File: src/rtl/fb_rd_sched_if.sv
// Read-request bus between the frame-buffer read scheduler and the SDRAM controller / TFT read FIFO.
interface fb_rd_sched_if;
  logic        rd_req;
  logic [23:0] rd_addr;
  logic [9:0]  rd_len;
  logic        rd_ack;
  logic        rd_end;
  logic [10:0] rd_fifo_num;
  logic        fifo_flush;

  modport master (
    output rd_req, rd_addr, rd_len, fifo_flush,
    input  rd_ack, rd_end, rd_fifo_num
  );

  modport slave (
    input  rd_req, rd_addr, rd_len, fifo_flush,
    output rd_ack, rd_end, rd_fifo_num
  );
endinterface

File: src/rtl/fb_rd_sched.sv
// Read-side frame-buffer scheduler: keeps the TFT read FIFO fed with burst reads from the most
// recently completed camera bank, flushing at every display frame start and counting underruns.
module fb_rd_sched #(
  parameter logic [23:0] BASE_ADDR   = 24'h000000,
  parameter logic [23:0] BANK_SIZE   = 24'h080000,
  parameter logic [23:0] FRAME_WORDS = 24'd307200,
  parameter logic [9:0]  BURST_LEN   = 10'd256,
  parameter logic [10:0] FIFO_DEPTH  = 11'd1024,
  parameter logic [3:0]  FLUSH_CYC   = 4'd4
) (
  input  logic          clk_100m,
  input  logic          sys_rst,
  input  logic          frame_start,
  input  logic          wr_frame_done,
  input  logic          wr_bank,
  fb_rd_sched_if.master rd_bus,
  output logic          frame_active,
  output logic [7:0]    underrun_cnt
);

  typedef enum logic [2:0] {StIdle, StFlush, StWait, StReq, StBurst, StDone} state_e;

  localparam logic [10:0] FillLimit = FIFO_DEPTH - {1'b0, BURST_LEN};

  state_e      state_q;
  logic        have_frame_q;
  logic        latest_bank_q;
  logic        rd_bank_q;
  logic        pending_q;
  logic [23:0] offset_q;
  logic [3:0]  flush_cnt_q;
  logic        rd_req_q;
  logic [23:0] rd_addr_q;
  logic [9:0]  rd_len_q;
  logic        fifo_flush_q;

  logic [23:0] remain;
  logic [9:0]  next_len;
  logic [23:0] next_addr;
  logic        enter_flush;

  always_comb begin
    remain    = FRAME_WORDS - offset_q;
    next_len  = (remain < {14'd0, BURST_LEN}) ? remain[9:0] : BURST_LEN;
    next_addr = BASE_ADDR + (rd_bank_q ? BANK_SIZE : 24'd0) + offset_q;
  end

  // A restart requested during REQ/BURST is deferred until the in-flight burst has landed.
  always_comb begin
    enter_flush = 1'b0;
    case (state_q)
      StIdle:                  enter_flush = frame_start && (have_frame_q || wr_frame_done);
      StFlush, StWait, StDone: enter_flush = frame_start;
      StBurst:                 enter_flush = rd_bus.rd_end && (pending_q || frame_start);
      default:                 enter_flush = 1'b0;
    endcase
  end

  always_ff @(posedge clk_100m) begin
    if (sys_rst) begin
      state_q       <= StIdle;
      have_frame_q  <= 1'b0;
      latest_bank_q <= 1'b0;
      rd_bank_q     <= 1'b0;
      pending_q     <= 1'b0;
      offset_q      <= 24'd0;
      flush_cnt_q   <= 4'd0;
      rd_req_q      <= 1'b0;
      rd_addr_q     <= BASE_ADDR;
      rd_len_q      <= 10'd0;
      fifo_flush_q  <= 1'b0;
      frame_active  <= 1'b0;
      underrun_cnt  <= 8'd0;
    end else begin
      if (wr_frame_done) begin
        latest_bank_q <= wr_bank;
        have_frame_q  <= 1'b1;
      end
      if (frame_start) begin
        rd_bank_q <= wr_frame_done ? wr_bank : latest_bank_q;
        if (frame_active && (underrun_cnt != 8'hff)) begin
          underrun_cnt <= underrun_cnt + 8'd1;
        end
      end

      if (enter_flush) begin
        state_q      <= StFlush;
        fifo_flush_q <= 1'b1;
        flush_cnt_q  <= 4'd0;
        offset_q     <= 24'd0;
        frame_active <= 1'b1;
        pending_q    <= 1'b0;
      end else begin
        case (state_q)
          StFlush: begin
            if (flush_cnt_q == FLUSH_CYC - 4'd1) begin
              fifo_flush_q <= 1'b0;
              state_q      <= StWait;
            end else begin
              flush_cnt_q <= flush_cnt_q + 4'd1;
            end
          end
          StWait: begin
            if (rd_bus.rd_fifo_num <= FillLimit) begin
              rd_addr_q <= next_addr;
              rd_len_q  <= next_len;
              rd_req_q  <= 1'b1;
              state_q   <= StReq;
            end
          end
          StReq: begin
            if (frame_start) pending_q <= 1'b1;
            if (rd_bus.rd_ack) begin
              rd_req_q <= 1'b0;
              offset_q <= offset_q + {14'd0, rd_len_q};
              state_q  <= StBurst;
            end
          end
          StBurst: begin
            if (frame_start) pending_q <= 1'b1;
            if (rd_bus.rd_end) begin
              if (offset_q == FRAME_WORDS) begin
                frame_active <= 1'b0;
                state_q      <= StDone;
              end else begin
                state_q <= StWait;
              end
            end
          end
          default: ;
        endcase
      end
    end
  end

  assign rd_bus.rd_req     = rd_req_q;
  assign rd_bus.rd_addr    = rd_addr_q;
  assign rd_bus.rd_len     = rd_len_q;
  assign rd_bus.fifo_flush = fifo_flush_q;

endmodule

File: src/flat_wrapper.sv
// flat-port wrapper written by rule: the top's interface ports become plain ports
module fb_rd_sched_flat 
#(
  parameter logic [23:0] BASE_ADDR   = 24'h000000,
  parameter logic [23:0] BANK_SIZE   = 24'h080000,
  parameter logic [23:0] FRAME_WORDS = 24'd307200,
  parameter logic [9:0]  BURST_LEN   = 10'd256,
  parameter logic [10:0] FIFO_DEPTH  = 11'd1024,
  parameter logic [3:0]  FLUSH_CYC   = 4'd4
)
  (clk_100m, sys_rst, frame_start, wr_frame_done, wr_bank, frame_active, underrun_cnt, rd_bus_rd_req, rd_bus_rd_addr, rd_bus_rd_len, rd_bus_fifo_flush, rd_bus_rd_ack, rd_bus_rd_end, rd_bus_rd_fifo_num);
  fb_rd_sched_if rd_bus_i ();
  input  logic clk_100m;
  input  logic sys_rst;
  input  logic frame_start;
  input  logic wr_frame_done;
  input  logic wr_bank;
  output logic frame_active;
  output logic [7:0] underrun_cnt;
  output wire logic [$bits(rd_bus_i.rd_req)-1:0] rd_bus_rd_req;
  output wire logic [$bits(rd_bus_i.rd_addr)-1:0] rd_bus_rd_addr;
  output wire logic [$bits(rd_bus_i.rd_len)-1:0] rd_bus_rd_len;
  output wire logic [$bits(rd_bus_i.fifo_flush)-1:0] rd_bus_fifo_flush;
  input wire logic [$bits(rd_bus_i.rd_ack)-1:0] rd_bus_rd_ack;
  input wire logic [$bits(rd_bus_i.rd_end)-1:0] rd_bus_rd_end;
  input wire logic [$bits(rd_bus_i.rd_fifo_num)-1:0] rd_bus_rd_fifo_num;
  assign rd_bus_rd_req = rd_bus_i.rd_req;
  assign rd_bus_rd_addr = rd_bus_i.rd_addr;
  assign rd_bus_rd_len = rd_bus_i.rd_len;
  assign rd_bus_fifo_flush = rd_bus_i.fifo_flush;
  assign rd_bus_i.rd_ack = rd_bus_rd_ack;
  assign rd_bus_i.rd_end = rd_bus_rd_end;
  assign rd_bus_i.rd_fifo_num = rd_bus_rd_fifo_num;
  fb_rd_sched #(.BASE_ADDR(BASE_ADDR), .BANK_SIZE(BANK_SIZE), .FRAME_WORDS(FRAME_WORDS), .BURST_LEN(BURST_LEN), .FIFO_DEPTH(FIFO_DEPTH), .FLUSH_CYC(FLUSH_CYC)) u_core (.clk_100m(clk_100m), .sys_rst(sys_rst), .frame_start(frame_start), .wr_frame_done(wr_frame_done), .wr_bank(wr_bank), .rd_bus(rd_bus_i), .frame_active(frame_active), .underrun_cnt(underrun_cnt));
endmodule
File: config.mk
export PLATFORM = sky130hd
export DESIGN_NAME = fb_rd_sched_flat
export DESIGN_NICKNAME = d
export VERILOG_FILES = /design/src/rtl/fb_rd_sched_if.sv /design/src/rtl/fb_rd_sched.sv /design/src/flat_wrapper.sv
export SDC_FILE = /design/constraint.sdc
export NUM_CORES = 1
export LEC_CHECK = 0
export CORE_MARGIN = 3
export CORE_UTILIZATION = 55
export DETAILED_ROUTE_END_ITERATION = 12
export GPL_ROUTABILITY_DRIVEN = 0
export GPL_TIMING_DRIVEN = 0
export PLACE_DENSITY = 0.92
export SLEW_MARGIN = 20
export SYNTH_ARGS = -nofsm -noshare
export SYNTH_HDL_FRONTEND = slang
export SYNTH_SLANG_ARGS = --single-unit
File: constraint.sdc
create_clock -name clk_100m -period 8.9 [get_ports clk_100m]
set_clock_uncertainty 0.2 [all_clocks]
set_input_delay 1.335 -clock clk_100m [delete_from_list [all_inputs] [get_ports clk_100m]]
set_output_delay 1.335 -clock clk_100m [all_outputs]
set_load 0.01 [all_outputs]
* Yosys cells after proc, flatten, opt, wreduce, memory -nomap -nowiden
Cells that the tools add are included.
** Word-level totals
- Flip-flop bits (word level) :: 80
- Input bits :: 18
- Output and inout port bits :: 45
- Logic and storage cells :: 87
** Cells by class
- Add/sub/neg operators :: 5
- Order comparisons :: 2
- Eq/ne operators :: 16
- Multiplexer cells :: 21
- Bitwise operators :: 2
- Reduce and logical (&&, ||, !) cells :: 27
** Operator list (number)
- $add 24x10->24 :: 1
- $add 24x24->24 :: 1
- $eq 24x19->1 const B :: 1
- $lt 24x9->1 const B :: 1
- $sub 19x24->24 const A :: 1
- $mux 20 :: 1
- $mux 3 :: 5
- $pmux 3 s4 :: 1
- $reduce_bool 2->1 :: 6
- $le 11x10->1 const B :: 1
- $mux 1 :: 11
- $mux 10 :: 1
- $reduce_and 2->1 :: 5
- $reduce_and 5->1 :: 2
- $add 8x1->8 const B :: 1
- $ne 8x8->1 const B :: 1
- $eq 3x2->1 const B :: 2
- $eq 3x3->1 const B :: 2
- $ne 3x1->1 const B :: 2
- $ne 3x2->1 const B :: 2
- $reduce_and 3->1 :: 2
- $reduce_bool 5->1 :: 1
- $add 4x1->4 const B :: 1
- $eq 4x2->1 const B :: 1
- 13 further kinds :: 20

* Longest topological paths before layout
Gate-level depths: netlist of the first run.
- Depth in word-level cells :: 5
- Depth in mapped cells :: 10
- Gate-level depth less buffers :: 9

* Worst setup path before layout of the first run
OpenSTA, ideal clock, no wires.
- Path type :: input to register
- Start point :: input port wr_frame_done
- End point :: register u_core.rd_len_q[8], in the netlist u_core.rd_bus.rd_len[8]
- Library setup time :: 0.120 ns
- Data arrival time :: 3.143 ns
- Required time :: 8.580 ns
- Slack :: 5.437 ns
- Stages :: 8
- Path buffers :: 1
- Path through :: or4_1 -> o21ai_0 -> a21oi_1 -> or4b_4 -> buf_6 -> a2111oi_4 -> nand2_2 -> o31a_1
** On the way
- Word-level cells in the longest chain between the ends :: 5
** Ends and longest elaborated chain
- from (decl) :: line flat_wrapper.sv:16 : input logic wr_frame_done;
- $logic_or 1x1->1 :: line fb_rd_sched.sv:52 : StIdle: enter_flush = frame_start && (have_frame_q || wr_frame_done);
- $logic_and 1x1->1 :: line fb_rd_sched.sv:52
- $pmux 1 s3 :: line fb_rd_sched.sv:51 : case (state_q)
- $not 1->1 (no source line)
- $reduce_and 3->1 (no source line)
- to (signal assigned) :: line fb_rd_sched.sv:106 : rd_len_q <= next_len;
- to (decl) :: line fb_rd_sched.sv:34 : logic [9:0] rd_len_q;
No other way between the ends.
A chain may end at the register's enable or synchronous reset.

* Final worst setup path of the first run
Same ends and word-level chain as after synthesis.

==> impl_metrics.yaml, run 1 <==
status:
  status: "finished clean"
worst_setup_path:
  reg2regPathDepth: 10
  cp_max_fo: 8
  reg2reg_from: "u_core.offset_q[1]"
  endpoint_kind: "flip-flop"
  r2r_setup_slack_ns: 5.44
  timing.rr.end: "u_core.rd_bus.rd_len[8]"
  worstSetupPathType: "in -> reg"
  cp.required_ns: 8.96
  cp_data_arrival_time_ns: 3.81
  start_kind: "input port"
detailed_routing:
  drtIter0Drc: 363
  wire_per_inst_um: 15.8
  viasPerCell: 6.06
  drt_first_pass_iters: 5
  drc_errors: 0
  wirelength_um: 11300
  vias: 4335
  drtAntennaViolNets: 0
floorplan:
  core_area_um2: 7490
  die_x_um: 95.2
  die_h_um: 95.2
  rows: 31
  die-area_um2: 9050
  io_pins: 63
  initial_utilization: 0.584
global_route:
  grt_pass1_vias: 4056
  grt.busiest_layer: "met2"
  antenna_found_initial: 0
  grt_max_degree: 16
  grt_use_met2: 0.438
  grt_usage: 0.258
  grt_overflow: 0
  grtUsageMet3: 0.0655
  grt_pass1_wl_um: 18700
  met1_usage: 0.312
power_and_ir_drop:
  p_leak_nw: 2.10
  cellPowerDensity_nw_per_um2: 128
  peakVddDrop_uv: 89.7
clocking:
  cts.sinks: 80
  numCtsBuffers: 9
  h-tree-depth: 3
  ctsHoldBuffers: 0
  post_cts_resized: 0
  clock_path_buffers: 2
  root_buffer: "clkbuf_8"
  post_cts_buffers: 0
  cts_tree: "yes"
  clk_pin_slew_ns: 0.09
  clk_latency_ns: 0.37
timing:
  max_freq_ghz: 0.267
  worst_pin_slew_ns: 0.745
  fin_crit_ns: 3.74
  relSlewSlack: 0.501
  tns_ns: 0
  hold_viol_final: 0
  fin_ws_ns: 5.16
  setup_viol: 0
  holdWs_ns: 0.268
  rsz0062_at_grt: "false"
  drv_slew: 0
  period_share: 0.421
hold_path:
  min_from: "u_core.have_frame_q"
  hold_class: "reg -> reg"
  whs_endpoint: "u_core.have_frame_q"
  min_path_cells: 2
layout:
  n_fill_cell: 533
  area_growth_pct: 21.9
  regArea_um2: 1600
  multiInputGateArea_um2: 2580
  stdcell_area_um2: 5330
  fin_nets: 645
  drive_gt1_frac: 0.0519
  antenna_cells: 0
  post-route-util: 0.712
logic_synthesis:
  synth_most_common_cell: "dfxtp_1"
  synth_area_leaders: "dfxtp_1 (37%), nor2_1 (6.6%), a21oi_1 (4.8%), mux2i_1 (4.8%), nand2_1 (4.5%)"
  postSynthAreaPerCell_um2: 8.13
  synth_top_area_cell: "dfxtp_1"
  async_flop_share: 0
  yosysUniqueCellTypes: 58
  synth_top_cell_area_share: 0.366
  synth_seq_cells: 80
  postSynthCellCount: 538
  synthFlopType: "dfxtp_1"
  seq_area_frac_synth: 0.366
  synthesis.area_um2: 4370
  synth_warnings: 0
  synth_edf_count: 0
  synth_nets: 572
  synthTopCellsByCount: "dfxtp_1 (80), nor2_1 (77), nand2_1 (52)"
place:
  dp_hpwl_um: 8210
  port_buffers: 62
  pre_cts_ws_ns: 4.81
  placed_area_um2: 5120
run:
  drv_cap: 0
==> critical path, cell delays in order <==
cell             delay, ns
clkdlybuf4s50_1       0.46
or4_1                 0.40
o21ai_0               0.10
a21oi_1               0.08
or4b_4                0.52
buf_6                 0.16
a2111oi_4             0.26
nand2_2               0.18
o31a_1                0.31
==> where the power goes <==
| part | internal, W | leakage, nW | total (W) | switching [W] |
|---|---|---|---|---|
| logic | 0.0000146 | 1.35 | 0.0000337 | 0.0000190 |
| registers | 0.000361 | 0.646 | 0.000363 | 0.00000241 |
| clock network | 0.000141 | 0.105 | 0.000285 | 0.000144 |
| total | 0.000517 | 2.10 | 0.000682 | 0.000166 |
==> registers in the layout (all words and copies together), names as in the netlist <==
name,count
u_core.rd_bus.rd_req,1
u_core.rd_bus.rd_len,10
u_core.offset_q,24
u_core.latest_bank_q,1
u_core.state_q,3
u_core.rd_bus.fifo_flush,1
u_core.rd_bank_q,1
u_core.pending_q,1
u_core.flush_cnt_q,4
u_core.rd_bus.rd_addr,24
u_core.underrun_cnt,8
u_core.have_frame_q,1
u_core.frame_active,1
==> final cells by class <==
| class | count | share of cell area |
|---|---|---|
| plain buffers | 35 | 0.0270 |
| clock buffers | 10 | 0.0258 |
| well taps | 99 | 0.0232 |
| multi-input cells | 411 | 0.484 |
| repair buffers | 62 | 0.116 |
| flip-flops and latches | 80 | 0.301 |
| inverters | 12 | 0.00845 |
| clock inverters | 6 | 0.0141 |
==> cells in the final DEF (no fill, tap or decap), drive strengths merged, types with 9 or more instances in the layout <==
| cell | instances |
|---|---|
| xor2 | 13 |
| inv | 14 |
| a21oi | 42 |
| xnor2 | 20 |
| clkbuf | 40 |
| clkdlybuf4s50 | 62 |
| o21ai | 29 |
| ha | 15 |
| nand4 | 9 |
| mux2i | 21 |
| a31oi | 9 |
| or3 | 10 |
| dfxtp | 80 |
| nand3 | 14 |
| nand2 | 53 |
| nor3 | 14 |
| nor2 | 77 |
==> kinds of logic after synthesis <==
logic type               share of synthesized area
AO/OA/AOI/OAI                                0.170
multiplexers                                0.0481
buffers and inverters                       0.0432
adder cells (fa/ha/maj)                     0.0475
AND/OR/NAND/NOR                              0.259
flip-flops                                   0.366
XOR/XNOR                                    0.0661
==> worst max-delay path by stage <==
stage	depth (start not counted)	slack, ns	from	endpoint
floorplan	8	5.44	wr_frame_done	u_core.rd_bus.rd_len[8]
global placement	9	4.84	wr_frame_done	u_core.rd_bus.rd_len[8]
detailed placement	9	4.81	wr_frame_done	u_core.rd_bus.rd_len[8]
CTS	9	5.19	wr_frame_done	u_core.rd_bus.rd_len[8]
global route	9	5.01	rd_bus_rd_ack	u_core.offset_q[22]
finish	9	5.16	wr_frame_done	u_core.rd_bus.rd_len[8]
==> per-stage QoR <==
| stage | total power [W] | instances |
|---|---|---|
| 2_1_floorplan | 0.000387 | 538 |
| 3_5_place_dp | 0.000405 | 699 |
| 5_1_grt | 0.000705 | 715 |
| 3_3_place_gp | 0.000404 | 699 |
| 4_1_cts | 0.000685 | 715 |
| 6_report | 0.000682 | 715 |
==> per-layer routing <==
| layer | routed length [um] | up-vias | share of wire |
|---|---|---|---|
| met3 | 927 | 29 | 0.082 |
| met4 | 296 | 0 | 0.026 |
| met2 | 5450 | 211 | 0.48 |
| met1 | 4580 | 2040 | 0.41 |
| met5 | 0 | - | 0 |
| li1 | - | 2055 | - |
(Power assumes the default switching activity.)
==> run 2: changes to the inputs <==
CORE_UTILIZATION = 49   (was 55)
PLACE_DENSITY = 0.87   (was 0.92)
clock period = 3.1 ns   (was 8.9 ns; I/O delays follow)
==> impl_metrics.yaml, run 2 (synthesis results as in run 1) <==
layout:
  area_growth_pct: 22.9
  antenna_cells: 0
  mostFrequentLayoutCells: "dfxtp_1 (79), nor2_1 (77), clkdlybuf4s50_1 (62)"
  drive_gt1_frac: 0.0631
  final_common_cell: "dfxtp_1"
  stdcell_area_um2: 5370
  fin_nets: 649
  n_fill_cell: 704
worst_setup_path:
  cp_max_fo: 8
  reg2reg_from: "u_core.offset_q[0]"
  cp.required_ns: 3.18
  crit_start: "u_core.offset_q[0]"
  start_kind: "flip-flop"
  reg2regPathDepth: 11
  endpoint_kind: "flip-flop"
  worstSetupPathType: "reg -> reg"
  cp_data_arrival_time_ns: 3.08
detailed_routing:
  vias: 4264
  drtAntennaViolNets: 0
  drt_first_pass_iters: 5
  viasPerCell: 5.90
  drtIter0Drc: 296
  wirelength_um: 11500
  wire_per_inst_um: 15.9
  drc_errors: 0
hold_path:
  min_from: "u_core.pending_q"
  min_path_cells: 2
  hold_class: "reg -> reg"
clocking:
  cts.sinks: 80
  numCtsBuffers: 9
  clock_path_buffers: 2
  h-tree-depth: 3
  root_buffer: "clkbuf_8"
  cts_tree: "yes"
  clk_pin_slew_ns: 0.08
  clk_latency_ns: 0.36
place:
  dp_hpwl_um: 8410
  pre_cts_ws_ns: -0.275
  placed_area_um2: 5120
  port_buffers: 62
timing:
  worst_pin_slew_ns: 0.676
  tns_ns: 0
  drv_slew: 0
  fin_ws_ns: 0.0979
  hold_viol_final: 0
  period_share: 0.968
  setup_viol: 0
  relSlewSlack: 0.547
  fin_crit_ns: 3.00
  max_freq_ghz: 0.333
power_and_ir_drop:
  p_leak_nw: 2.13
  cellPowerDensity_nw_per_um2: 335
  peakVddDrop_uv: 253
global_route:
  grt_pass1_wl_um: 18900
  grt_overflow: 0
  grt_pass1_vias: 4196
  grt_max_degree: 12
  grt_usage: 0.230
  antenna_found_initial: 0
status:
  status: "finished clean"
run:
  drv_cap: 0
floorplan:
  initial_utilization: 0.519
  die-area_um2: 10100
  die_x_um: 100
  core_area_um2: 8420
  die_h_um: 100
  rows: 33
  io_pins: 63
run 2: worst paths after layout:
check	to	slack [ns]
worst max-delay path	u_core.rd_bus.rd_len[4]	0.1
worst min register to register	u_core.pending_q	0.26
worst max register to register	u_core.rd_bus.rd_len[4]	0.1
worst min-delay path	u_core.pending_q	0.26
run 2: what timing repair did:
action                                  CTS  global route
endpoints found under the setup margin   11            13
pin swaps                                 5             4
gates resized for setup                   6            14
hold buffers                              0             0
buffers inserted                          1             3
run 2: per-layer routing:
| metal | up-vias | track usage | share of wire |
|---|---|---|---|
| met4 | 0 | 0.0902 | 0.027 |
| met3 | 29 | 0.0540 | 0.068 |
| met2 | 179 | 0.406 | 0.49 |
| li1 | 2061 | - | - |
| met1 | 1995 | 0.269 | 0.41 |
| met5 | - | 0 | 0 |
run 2: worst max-delay path: stages, from the launching register on:
cell	delay [ns]
dfxtp_1	0.34
buf_4	0.17
inv_1	0.10
ha_2	0.23
and3b_1	0.19
o2111a_1	0.26
a2111oi_4	0.33
o2111ai_2	0.22
a2111oi_4	0.43
nand2_2	0.11
buf_4	0.17
o21ai_0	0.17
run 2: power breakdown:
group          switching, W  internal, W
Clock              0.000356     0.000304
Sequential       0.00000665      0.00104
Combinational     0.0000547    0.0000421
Total              0.000417      0.00138
run 2: cell type report:
cell class                 count  area [um^2]  share of cell area
buffer                        35          153              0.0284
clock buffer                  13          149              0.0277
clock inverter                 1         5.00            0.000931
inverter                      12         45.0             0.00838
multi-input combinational    411         2640               0.491
sequential                    80         1600               0.298
tap                          105          131              0.0244
timing repair buffer          66          651               0.121
run 2: through the flow:
| step | power [W] | utilization | hold slack [ns] | instances |
|---|---|---|---|---|
| CTS | 0.00181 | 0.631 | 0.261 | 720 |
| floorplan | 0.00111 | - | 0.226 | 538 |
| finish | 0.00180 | 0.638 | 0.258 | 723 |
| global placement | 0.00116 | 0.608 | 0.239 | 705 |
| global route | 0.00186 | 0.638 | 0.300 | 723 |
| detailed placement | 0.00116 | 0.608 | 0.250 | 705 |
